$ cat config.mk
export PLATFORM = sky130hd
export DESIGN_NAME = muldiv_unit
export DESIGN_NICKNAME = d
export VERILOG_FILES = /design/src/rtl/muldiv_unit.sv
export SDC_FILE = /design/constraint.sdc
export NUM_CORES = 1
export LEC_CHECK = 0
export ABC_AREA = 1
export BUFFER_PORTS_ARGS = -buffer_cell sky130_fd_sc_hd__buf_2
export CORE_MARGIN = 2
export CORE_UTILIZATION = 40
export CTS_CLUSTER_SIZE = 12
export DETAILED_ROUTE_END_ITERATION = 12
export GPL_TIMING_DRIVEN = 0
export PLACE_DENSITY_LB_ADDON = 0.1
export SYNTH_ARGS = -nofsm -noshare
export SYNTH_HDL_FRONTEND = slang
export SYNTH_SLANG_ARGS = --single-unit
$ cat constraint.sdc
create_clock -name clk -period 4.32 [get_ports clk]
set_input_delay 0.864 -clock clk [delete_from_list [all_inputs] [get_ports clk]]
set_output_delay 0.864 -clock clk [all_outputs]
set_load 0.05 [all_outputs]
$ cat src/rtl/muldiv_unit.sv
// muldiv_unit: iterative MUL/MLA/SDIV/UDIV engine, one shift-add or restoring-divide step per cycle
module muldiv_unit #(
  parameter int WIDTH = 32
) (
  input  logic             clk,
  input  logic             rst_n,
  input  logic             start,
  input  logic [1:0]       op,
  input  logic [WIDTH-1:0] a,
  input  logic [WIDTH-1:0] b,
  input  logic [WIDTH-1:0] c,
  output logic             busy,
  output logic             done,
  output logic [WIDTH-1:0] result,
  output logic             div_by_zero
);
  localparam int CW = $clog2(WIDTH + 1);
  typedef enum logic [1:0] {IDLE, RUN, DONE} state_t;
  state_t state_q, state_d;
  logic [CW-1:0] cnt_q, cnt_d;
  logic [1:0] op_q, op_d;
  logic [WIDTH-1:0] x_q, x_d, y_q, y_d, c_q, c_d, result_q, result_d;
  logic [WIDTH:0] acc_q, acc_d, rem_sh, diff;
  logic neg_q, neg_d, dbz_q, dbz_d, busy_q, busy_d, done_q, done_d;
  logic accept, is_div, is_sdiv_in;
  logic [WIDTH-1:0] abs_a, abs_b, quo_n, prod_n;
  // x holds multiplicand (shifting left) or dividend/quotient; y holds multiplier (shifting right) or divisor magnitude
  always_comb begin
    accept     = start && state_q != RUN;
    is_div     = op_q[1];
    is_sdiv_in = op == 2'b10;
    abs_a      = (is_sdiv_in && a[WIDTH-1]) ? -a : a;
    abs_b      = (is_sdiv_in && b[WIDTH-1]) ? -b : b;
    rem_sh     = {acc_q[WIDTH-1:0], x_q[WIDTH-1]};
    diff       = rem_sh - {1'b0, y_q};
    quo_n      = {x_q[WIDTH-2:0], ~diff[WIDTH]};
    prod_n     = acc_q[WIDTH-1:0] + (y_q[0] ? x_q : '0);
    state_d    = state_q;
    cnt_d      = cnt_q;
    op_d       = op_q;
    x_d        = x_q;
    y_d        = y_q;
    c_d        = c_q;
    acc_d      = acc_q;
    neg_d      = neg_q;
    result_d   = result_q;
    dbz_d      = dbz_q;
    if (accept) begin
      state_d = RUN;
      cnt_d   = CW'(WIDTH);
      op_d    = op;
      x_d     = abs_a;
      y_d     = abs_b;
      c_d     = c;
      acc_d   = '0;
      neg_d   = is_sdiv_in && (a[WIDTH-1] ^ b[WIDTH-1]);
    end else if (state_q == RUN) begin
      cnt_d = cnt_q - CW'(1);
      acc_d = is_div ? (diff[WIDTH] ? rem_sh : diff) : {1'b0, prod_n};
      x_d   = is_div ? quo_n : x_q << 1;
      y_d   = is_div ? y_q : y_q >> 1;
      if (cnt_q == CW'(1)) begin
        state_d  = DONE;
        dbz_d    = is_div && y_q == '0;
        result_d = is_div ? (y_q == '0 ? '0 : (neg_q ? -quo_n : quo_n))
                          : prod_n + (op_q == 2'b01 ? c_q : '0);
      end
    end else if (state_q == DONE) begin
      state_d = IDLE;
    end
    busy_d = state_d == RUN;
    done_d = state_d == DONE;
  end
  always_ff @(posedge clk) begin
    if (!rst_n) begin
      state_q  <= IDLE;
      cnt_q    <= '0;
      op_q     <= '0;
      x_q      <= '0;
      y_q      <= '0;
      c_q      <= '0;
      acc_q    <= '0;
      neg_q    <= 1'b0;
      result_q <= '0;
      dbz_q    <= 1'b0;
      busy_q   <= 1'b0;
      done_q   <= 1'b0;
    end else begin
      state_q  <= state_d;
      cnt_q    <= cnt_d;
      op_q     <= op_d;
      x_q      <= x_d;
      y_q      <= y_d;
      c_q      <= c_d;
      acc_q    <= acc_d;
      neg_q    <= neg_d;
      result_q <= result_d;
      dbz_q    <= dbz_d;
      busy_q   <= busy_d;
      done_q   <= done_d;
    end
  end
  assign busy        = busy_q;
  assign done        = done_q;
  assign result      = result_q;
  assign div_by_zero = dbz_q;
endmodule

==> metrics.md, run 1 <==
| Metric | Value |
|---|---|
| Routed via count | 18,250 |
| Status | finished, final reports clean |
| Die W | between 200 and 250 µm |
| Final WS setup | about 90 ps |
| DP Worst Slack | -890 ps |
| Drt drc | 0 |
| Most common cell after layout, fill and taps aside | nand2_1 |
| Pleak | 8.58 nW |
| GR Util met1 | 44.3% |
| # hold bufs at CTS | 0 |
| M2 GR Usage | 48.4% |
| Fraction of registers with async set/reset | 0% |
| Max H-tree Level | 4 |
| Ports | 136 |
| Largest net degree at the start of global routing | 17 |
| Met3 GRT Util | ~4.7% |
| Final period util | between 90% and 100% |
| CP arrival | between 4000 and 5000 ps |
| Post-DP HPWL | about 54 mm |
| DRT iter0 DRCs | around 1,700 |
| Die area | 41,400 µm² |
| Worst vdd ir | 0.000198 V |
| Antenna violations before repair | 0 |
| Reg2reg start | x_q[10] |
| Worst-Margin Slew | between 1000 and 1500 ps |
| Core area | 39,500 µm² |
| Worst-skew pair later-pin latency | between 400 and 500 ps |
| Number of global-route vias before repair | around 17,000 |
| Top FF cell, synth | dfxtp_1 |
| Cell count after synthesis | 2,603 |
| CP Data Required Time | approximately 4700 ps |
| PortBufs | 135 |
| TritonCTS buffer count | 17 |
| Syn Nets | 2,807 |
| Slew Limit Fails | 0 |
| DR pass1 iterations | 6 |
| Fmax | around 0.24 GHz |
| Distinct cells, synth | 55 |
| Post-route antenna net violation count | 0 |
| RSZ-0062 raised after global routing | yes |
| Global route total overflow | 0 |
| Post-synthesis area per instance | approximately 6.1 µm² |
| Clock root buffer | clkbuf_16 |
| First-pass GRT wire length | just under 100 mm |
| Hold Vio Cnt, Final | 0 |
| Commonest non-fill, non-tap cells in the layout | nand2_1, inv_1, a21oi_1 |
| Crit Path Category | flip-flop to flip-flop |
| Initial Util | between 40 and 50% |
| Via/cell ratio | between 5 and 6 |
| CTS Buffer Depth | 2 |
| Crit-path max FO | 7 |
| Hold Crit Start | c_q[24] |
| Critical Path Start Type | flip-flop |
| P&R area growth vs syn | 16.1% |
| Netlist Area Pre-Place | approximately 16,000 µm² |
| Layout cells sized above 1 | a little over an eighth |
| Number of flops mapped to enable cells by yosys | 0 |
| Avg WL per Cell | approximately 20 µm |
| Die Span Y | a little over 200 µm |
| Worst-path clk slew | about 70 ps |
| Final Power | between 4 and 5 mW |
| Post-synthesis sequential area ratio | a little over a fifth |
| RD Place Congestion | 1.01 |
| Critical path endpoint category | flip-flop |
| Final setup vio count | 0 |
| Seq cells post-synth | ~170 |
| Nets | a little under 3,000 |
| Total power density per cell area | between 200 and 300 nW/µm² |
| Hold crit path type | flip-flop to flip-flop |
| N_diodes | 0 |
| MaxCap Viol Count | 0 |
| Routed WL | between 60 and 70 mm |
| GRT Total Usage | roughly 31% |
| # rows | 73 |
| Post-layout min period | between 4000 and 5000 ps |
| Yosys warns | 0 |
| Slew margin rel. | a little over a quarter |
| Clock Skews | about 16 ps |
| Crit. Startpoint | x_q[10] |
| Clock Sinks | approximately 170 |
| GRT busiest layer | met2 |
| CTS tree | done |
-- state kept, by name, indices dropped and copies added (netlist names) --
name	count
cnt_q	6
result	32
state_q	2
busy	1
c_q	32
neg_q	1
done	1
op_q	2
div_by_zero	1
acc_q	32
x_q	32
y_q	32
-- critical path: stages, from the launching register on --
cell	delay, ps
dfxtp_1	540
nand2_1	210
inv_1	110
ha_1	290
nand2_1	180
nor2_1	90
o21ai_0	170
nand2_1	90
inv_1	70
nand2_2	100
nand2_1	80
nand3_1	150
xor2_2	320
ha_2	380
a21o_1	210
a31oi_1	330
o221ai_1	160
nor2_1	180
nand2_1	80
nand2_1	60
nand3_1	150
a31oi_1	210
-- power by group --
group | total, mW | switching, mW | internal, mW
Combinational | 1.47 | 1.01 | 0.464
Sequential | 1.82 | 0.118 | 1.70
Clock | 1.58 | 0.748 | 0.836
Total | 4.88 | 1.88 | 3.00
-- cell usage after synthesis, types with 2 or more instances --
master | n | share of area [%]
nand2_1 | 584 | 14
inv_1 | 337 | 7.9
a21oi_1 | 255 | 8.0
nor2_1 | 225 | 5.3
o21ai_0 | 216 | 6.8
dfxtp_1 | 174 | 22
nand3_1 | 143 | 4.5
ha_1 | 100 | 7.9
clkbuf_1 | 74 | 1.7
xor2_1 | 59 | 3.2
a31oi_1 | 47 | 1.8
nor3_1 | 40 | 1.3
o211ai_1 | 36 | 1.7
nand4_1 | 33 | 1.3
xnor2_1 | 27 | 1.5
o21bai_1 | 25 | 1.2
or2_2 | 24 | 0.94
a21o_1 | 21 | 0.99
o21ai_1 | 18 | 0.57
a22oi_1 | 17 | 0.80
nor4_1 | 17 | 0.67
nand3b_1 | 15 | 0.71
and2_1 | 11 | 0.43
buf_1 | 9 | 0.21
buf_2 | 9 | 0.28
inv_2 | 9 | 0.21
a21boi_0 | 8 | 0.38
o221ai_1 | 8 | 0.44
nand2_4 | 6 | 0.42
a21oi_2 | 5 | 0.27
nor2_2 | 5 | 0.20
nor3_2 | 5 | 0.31
nand2_2 | 4 | 0.16
o41ai_1 | 4 | 0.22
a211oi_1 | 3 | 0.14
fa_1 | 3 | 0.38
o21a_1 | 3 | 0.14
or2_1 | 3 | 0.12
a22o_1 | 2 | 0.11
buf_4 | 2 | 0.094
nor3b_1 | 2 | 0.094
o22ai_1 | 2 | 0.079
-- metrics by stage --
stage               std cells  util (%)  hold slack, ps  instance area (µm²)  TNS [ps]
floorplan                2603         -             430                15900         0
global placement         3263      43.6             439                17300    -11620
detailed placement       3263      43.6             447                17300    -11200
CTS                      3294      45.4             457                18000      -277
global route             3301      46.7             469                18500      -205
finish                   3301      46.7             457                18500         0
-- area by class of cell --
type                       count  area [µm²]
inverter                     348        1310
clock inverter                12         121
tap                          525         657
sequential                   174        3490
clock buffer                  19         453
timing repair buffer         145         751
buffer                        92         388
multi-input combinational   1986       11300
fill                        4346       21100
-- final timing paths --
path,endpoint,slack (ps),cells past startpoint
max reg2reg,result[28],90,21
min reg2reg,c_q[24],460,2
min,c_q[24],460,2
max,result[28],90,21
-- routing by layer --
metal	wire, µm	vias up
li1	-	9013
met1	31100	8552
met2	28800	598
met3	4270	87
met4	1590	0
met5	0	-
-- cells by family (layout without fill, tap and decap cells) --
group | count (synthesis) | count (layout) | share of synthesized area, %
fa+ha+maj | 103 | 103 | 8.23
simple gates | 1120 | 1120 | 30.4
buf+inv | 443 | 616 | 10.6
flops | 174 | 174 | 21.9
xor+xnor | 86 | 86 | 4.73
compound gates | 677 | 677 | 24.1
-- timing repair --
item                                   4_1_cts  5_1_grt
setup endpoints to repair                   21       21
resized for setup                           29      122
pin swaps                                    2       10
endpoints found under the hold margin        0        0
setup buffers                                2        8
(Power assumes the default switching activity.)
==> inputs of run 2 (changes only) <==
--- a/config.mk
+++ b/config.mk
@@ -12,7 +12,7 @@
 export CTS_CLUSTER_SIZE = 12
 export DETAILED_ROUTE_END_ITERATION = 12
 export GPL_TIMING_DRIVEN = 0
-export PLACE_DENSITY_LB_ADDON = 0.1
+export PLACE_DENSITY = 0.64
 export SYNTH_ARGS = -nofsm -noshare
 export SYNTH_HDL_FRONTEND = slang
 export SYNTH_SLANG_ARGS = --single-unit
==> constraint.sdc (replaced) <==
create_clock -name clk -period 4.32 [get_ports clk]
set_input_delay 0.864 -clock clk [delete_from_list [all_inputs] [get_ports clk]]
set_output_delay 0.864 -clock clk [all_outputs]
set_load 0.02 [all_outputs]
==> metrics.md, run 2 (same netlist as run 1, synthesis figures left out) <==
| Metric | Value |
|---|---|
| Worst-Margin Slew | 1100 ps (-0.0257 ps) |
| Layout cells sized above 1 | 13.1% (-0.11 points) |
| Crit path buf inv count | 4 (+2) |
| MaxCap Viol Count | 0 (unchanged) |
| Largest net degree at the start of global routing | 18 (+1) |
| Routed WL | 63.9 mm (-2.7%) |
| Dpl cells | 3,263 (unchanged) |
| P_sw | 1.88 mW (about the same) |
| Top Family by Delay on Critical Path | compound AO/OA/AOI/OAI gates |
| Number of global-route vias before repair | 16,657 (+0.64%) |
| Core area | 39,500 µm² (unchanged) |
| Fmax | 0.236 GHz (-0.28%) |
| Worst-path clk slew | 70 ps (about the same) |
| Slew Limit Fails | 0 (unchanged) |
| CP arrival | 4610 ps (about the same) |
| Slew margin rel. | 27.0% (about the same) |
| Critical path endpoint category | flip-flop |
| CP Data Required Time | 4690 ps (-20 ps) |
| Avg WL per Cell | 19.4 µm (-2.7%) |
| Crit path cell chain | inv_1 > nand2_1 > buf_1 > nor2_1 > fa_1 > nand2_1 > nand2_1 > a21oi_1 > o21ai_1 > inv_1 > o21ai_1 > o21ai_0 > o211ai_1 > o211ai_1 > inv_1 |
| Hold crit path type | flip-flop to flip-flop |
| Clock root buffer | clkbuf_16 |
| Worst vdd ir | 0.000316 V (+60%) |
| Drt drc | 0 (unchanged) |
| RSZ-0062 raised after global routing | yes |
| Critical Path Start Type | flip-flop |
| Combinational share of power | 29.0% (-1.2 points) |
| Die W | 204 µm (unchanged) |
| TritonCTS buffer count | 17 (unchanged) |
| Hold Slack | 458 ps (+0.698 ps) |
| Power share of the sequential group | 36.6% (-0.7 points) |
| Final Power | 4.97 mW (+2.0%) |
| Clock Skews | 11.7 ps (-4.54 ps) |
| CTS tree | done |
| GRT Total Usage | 30.4% (-0.71 points) |
| Crit-path max FO | 10 (+3) |
| Total power density per cell area | 269 nW/µm² (+1.9%) |
| P&R area growth vs syn | 16.1% (about the same) |
| Routed via count | 18,391 (+0.77%) |
| Post-route insts no fill | 3,302 (+0.030%) |
| Antenna violations before repair | 0 (unchanged) |
| Initial Util | 40.3% (unchanged) |
| Post-DP HPWL | 52.7 mm (-3.0%) |
| RD Place Congestion | 1.02 (+0.45%) |
| Nets | 2,968 (unchanged) |
| CTS Buffer Depth | 2 (unchanged) |
| Clock Sinks | 174 (unchanged) |
| Pleak | 8.62 nW (+0.40%) |
| PortBufs | 135 (unchanged) |
| Final period util | 98.2% (+0.28 points) |
| Fillers | 4,155 (-4.4%) |
| Ports | 136 (unchanged) |
| Die Span Y | 204 µm (unchanged) |
| Clock Power Share | 34.4% (+1.9 points) |
| Post-route cell area | 18,500 µm² (about the same) |
| Commonest non-fill, non-tap cells in the layout | nand2_1, inv_1, a21oi_1 |
| DRT iter0 DRCs | 1,843 (+12%) |
| # rows | 73 (unchanged) |
| N_diodes | 0 (unchanged) |
| Max H-tree Level | 4 (unchanged) |
| Most common cell after layout, fill and taps aside | nand2_1 |
| Cell Int Power | 3.10 mW (+3.2%) |
| Via/cell ratio | 5.57 (+0.74%) |
| Post-route antenna net violation count | 0 (unchanged) |
| Crit-path max cell delay | 700 ps (+160 ps) |
| Cell Area, Placed | 17,300 µm² (unchanged) |
| Status | finished, final reports clean |
| DR pass1 iterations | 5 (-1) |
| Switching part of the total | 37.7% (-0.71 points) |
| Worst-skew pair later-pin latency | 480 ps (about the same) |
| Die area | 41,400 µm² (unchanged) |
| Final setup vio count | 0 (unchanged) |
| Slowest-stage cell, CP | dfxtp_1 |
| Hold Vio Cnt, Final | 0 (unchanged) |
| Crit Path Category | flip-flop to flip-flop |
| First-pass GRT wire length | 95.9 mm (-1.8%) |
| Global route total overflow | 0 (unchanged) |
| Post-layout min period | 4240 ps (+12.0 ps) |
run 2: cell count changes in the layout (fill, tap and decap cells not counted), moves of 3 or more:
cell / delta
ha_1: +4
ha_4: -3
inv_8: +3
nand2_2: -3
run 2: per-layer routing:
layer	share of wire [%]	GRT usage [%]
met5	0	0
met4	2.8	9.70
met3	7.6	3.88
met2	44	47.2
met1	46	43.4
run 2: metrics by stage:
stage / utilization, % / setup TNS [ps] / setup slack, ps
final: 46.8 / 0 / 78.3
after global routing: 46.8 / -110 / -37.7
after CTS: 45.6 / 0 / 3.07
after detailed placement: 43.6 / -8910 / -782
after global placement: 43.6 / -8910 / -819
after floorplan: - / 0 / 427
run 2: worst paths after layout:
path,startpoint,end,slack (ps),cells past startpoint
max,op_q[1],result[8],80,15
min,c_q[28],c_q[28],460,2
max reg2reg,op_q[1],result[8],80,15
min reg2reg,c_q[28],c_q[28],460,2
run 2: worst register-to-register path, delay by kind of cell (launching register included):
family / cells / cell delay [ps]
compound gates: 6 / 1460
fa+ha+maj: 1 / 450
flops: 1 / 700
buf+inv: 4 / 760
simple gates: 4 / 760
run 2: power groups by stage:
stage | Combinational, mW | Clock [mW] | Sequential [mW]
2_1_floorplan | 0.930 | 0 | 1.80
3_3_place_gp | 1.37 | 0 | 1.84
3_5_place_dp | 1.38 | 0 | 1.84
4_1_cts | 1.39 | 1.72 | 1.81
5_1_grt | 1.58 | 1.78 | 1.83
6_report | 1.44 | 1.71 | 1.82
run 2: timing repair:
item | in CTS | in global routing
setup buffers | 1 | 10
hold buffers | 0 | 0
pin swaps | 1 | 20
endpoints found under the setup margin | 19 | 21
gates resized for setup | 29 | 115
run 2: area by class of cell:
| type | instances | area, µm² | share of cell area [%] |
|---|---|---|---|
| multi-input combinational | 1986 | 11300 | 60.9 |
| sequential | 174 | 3500 | 18.9 |
| inverter | 348 | 1310 | 7.08 |
| timing repair buffer | 146 | 758 | 4.10 |
| tap | 525 | 657 | 3.55 |
| clock buffer | 17 | 425 | 2.30 |
| buffer | 91 | 383 | 2.07 |
| clock inverter | 15 | 199 | 1.08 |
==> inputs of run 3 (changes only) <==
--- a/config.mk
+++ b/config.mk
@@ -8,11 +8,10 @@
 export ABC_AREA = 1
 export BUFFER_PORTS_ARGS = -buffer_cell sky130_fd_sc_hd__buf_2
 export CORE_MARGIN = 2
-export CORE_UTILIZATION = 40
+export CORE_UTILIZATION = 45
 export CTS_CLUSTER_SIZE = 12
 export DETAILED_ROUTE_END_ITERATION = 12
-export GPL_TIMING_DRIVEN = 0
-export PLACE_DENSITY = 0.64
+export PLACE_DENSITY = 0.7
 export SYNTH_ARGS = -nofsm -noshare
 export SYNTH_HDL_FRONTEND = slang
 export SYNTH_SLANG_ARGS = --single-unit
==> metrics.md, run 3 (same netlist as run 1, synthesis figures left out) <==
| Metric | Value |
|---|---|
| Status | finished, final reports clean |
| RD Place Congestion | 1.04 (+2.3%) |
| First-pass GRT wire length | 92.9 mm (-3.1%) |
| Final period util | 94.4% (-3.8 points) |
| Post-route cell area | 18,100 µm² (-2.0%) |
| Crit-path max FO | 17 (+7) |
| Drt drc | 0 (unchanged) |
| Crit. Startpoint | y_q[0] |
| Crit path cell chain | buf_12 > nand2_1 > inv_1 > ha_1 > inv_1 > o21bai_1 > a31oi_1 > o21ai_0 > a21boi_0 > nand2_1 > or2_2 > and2_1 > ha_2 > nand2_1 > nor2_1 > inv_1 > nor3_1 > nand2_1 > nand2_1 > nand3b_1 > nand3_1 > nand2_1 > nand2_1 > nand2_1 |
| Critical Path Most Common Cell | nand2_1 |
| Post-route antenna net violation count | 0 (unchanged) |
| Layout cells sized above 1 | 12.3% (-0.78 points) |
| Clock root buffer | clkbuf_16 |
| # rows | 68 (-6.8%) |
| Post-route insts no fill | 3,196 (-3.2%) |
| DR pass1 iterations | 6 (+1) |
| Antenna violations before repair | 2 (+2) |
| Core area | 34,700 µm² (-12%) |
| Die Span Y | 192 µm (-5.6%) |
| Hold Vio Cnt, Final | 0 (unchanged) |
| Slowest-stage cell, CP | ha_2 |
| Crit Path Category | flip-flop to flip-flop |
| CP arrival | 4490 ps (-120 ps) |
| Routed WL | 61.6 mm (-3.6%) |
| PortBufs | 135 (unchanged) |
| Pleak | 8.70 nW (+0.94%) |
| Reg2Reg Depth | 24 (+9) |
| CP Data Required Time | 4730 ps (+40 ps) |
| Reg-to-Reg End | result[31] |
| Dpl cells | 3,161 (-3.1%) |
| Slew margin rel. | 22.8% (-4.2 points) |
| Reg2reg start | y_q[0] |
| Fmax | 0.245 GHz (+4.0%) |
| Via/cell ratio | 5.72 (+2.6%) |
| GRT Total Usage | 32.9% (+2.6 points) |
| CTS Buffer Depth | 2 (unchanged) |
| P&R area growth vs syn | 13.8% |
| CTS tree | done |
| Die W | 192 µm (-5.6%) |
| Util after Layout | 52.2% (+5.5 points) |
| DRT iter0 DRCs | 1,737 (-5.8%) |
| Nets | 2,932 (-1.2%) |
| Hold depth | 2 (unchanged) |
| Initial Util | 45.9% (+5.6 points) |
| Clock Sinks | 174 (unchanged) |
| Worst-Margin Slew | 1160 ps (+61.0 ps) |
| MaxCap Viol Count | 0 (unchanged) |
| Number of global-route vias before repair | 16,643 (-0.084%) |
| Avg WL per Cell | 19.3 µm (-0.38%) |
| Post-layout min period | 4080 ps (-164 ps) |
| Total power density per cell area | 266 nW/µm² (-0.90%) |
| Post-DP HPWL | 49.6 mm (-5.8%) |
| Hold Slack | 455 ps (-3.04 ps) |
| Routed via count | 18,267 (-0.67%) |
| Top Family by Delay on Critical Path | simple AND/OR/NAND/NOR gates |
| # hold bufs at CTS | 0 (unchanged) |
| N_diodes | 0 (unchanged) |
| Max H-tree Level | 4 (unchanged) |
| Hold Crit Start | c_q[8] |
| Worst-path clk slew | 80 ps (about the same) |
| Crit path buf inv count | 4 (unchanged) |
| Hold Path End | c_q[8] |
| Crit-path max cell delay | 400 ps (-300 ps) |
| Clock Skews | 15.5 ps (+3.79 ps) |
| Largest net degree at the start of global routing | 81 (+63) |
| Most common cell after layout, fill and taps aside | nand2_1 |
| Ports | 136 (unchanged) |
| Commonest non-fill, non-tap cells in the layout | nand2_1, inv_1, a21oi_1 |
| Fillers | 3,575 (-14%) |
| Slew Limit Fails | 0 (unchanged) |
| Die area | 36,900 µm² (-11%) |
| TritonCTS buffer count | 17 (unchanged) |
| Reg2reg setup slack | 240 ps (+160 ps) |
| Final setup vio count | 0 (unchanged) |
| Cell Area, Placed | 17,300 µm² (+0.32%) |
| Critical path endpoint category | flip-flop |
| Critical Path Start Type | flip-flop |
| Worst vdd ir | 0.000249 V (-21%) |
| Global route total overflow | 0 (unchanged) |
| Worst-skew pair later-pin latency | 460 ps (-20 ps) |
| Hold crit path type | flip-flop to flip-flop |
| Setup tns final | 0 ps (unchanged) |
==> run 3: how the worst max path moves through the flow <==
stage / endpoint / cells after the start
floorplan: result[29] / 26
global placement: result[21] / 26
detailed placement: result[29] / 26
CTS: result[29] / 26
global route: result[29] / 26
finish: result[31] / 24
==> run 3: where the power goes <==
| group | switching (mW) | internal, mW |
|---|---|---|
| logic | 0.959 | 0.471 |
| registers | 0.103 | 1.70 |
| clock network | 0.762 | 0.834 |
| total | 1.82 | 3.00 |
==> run 3: through the flow <==
step | setup WS, ps | total power, mW
floorplan | 427 | 2.73
global placement | 226 | 3.19
detailed placement | 73.5 | 3.21
CTS | 54.4 | 4.79
global route | -3.17 | 5.06
finish | 242 | 4.83
==> run 3: worst min-delay path, delay by kind of cell, from the launching register on <==
family	cells	cell delay, ps
buf+inv	1	60
flops	1	300
compound gates	1	50
==> run 3: routing by layer <==
metal / global-route usage, % / vias up / share of wire (%)
met5: 0 / - / 0.0081
met4: 13.1 / 2 / 4.0
met3: 6.76 / 117 / 8.3
met2: 49.6 / 770 / 42
met1: 45.7 / 8427 / 46
li1: - / 8951 / -
==> run 3: what timing repair did <==
action,in CTS,in global routing
endpoints found under the hold margin,0,0
resized for setup,0,49
setup endpoints to repair,0,15
setup buffers,0,2
==> run 3: layout make-up <==
| type | count | area, µm² | share of cell area (%) |
|---|---|---|---|
| multi-input combinational | 1986 | 10900 | 60.4 |
| sequential | 174 | 3490 | 19.2 |
| inverter | 348 | 1310 | 7.22 |
| timing repair buffer | 201 | 1230 | 6.77 |
| tap | 455 | 569 | 3.14 |
| clock buffer | 19 | 443 | 2.44 |
| clock inverter | 13 | 148 | 0.815 |
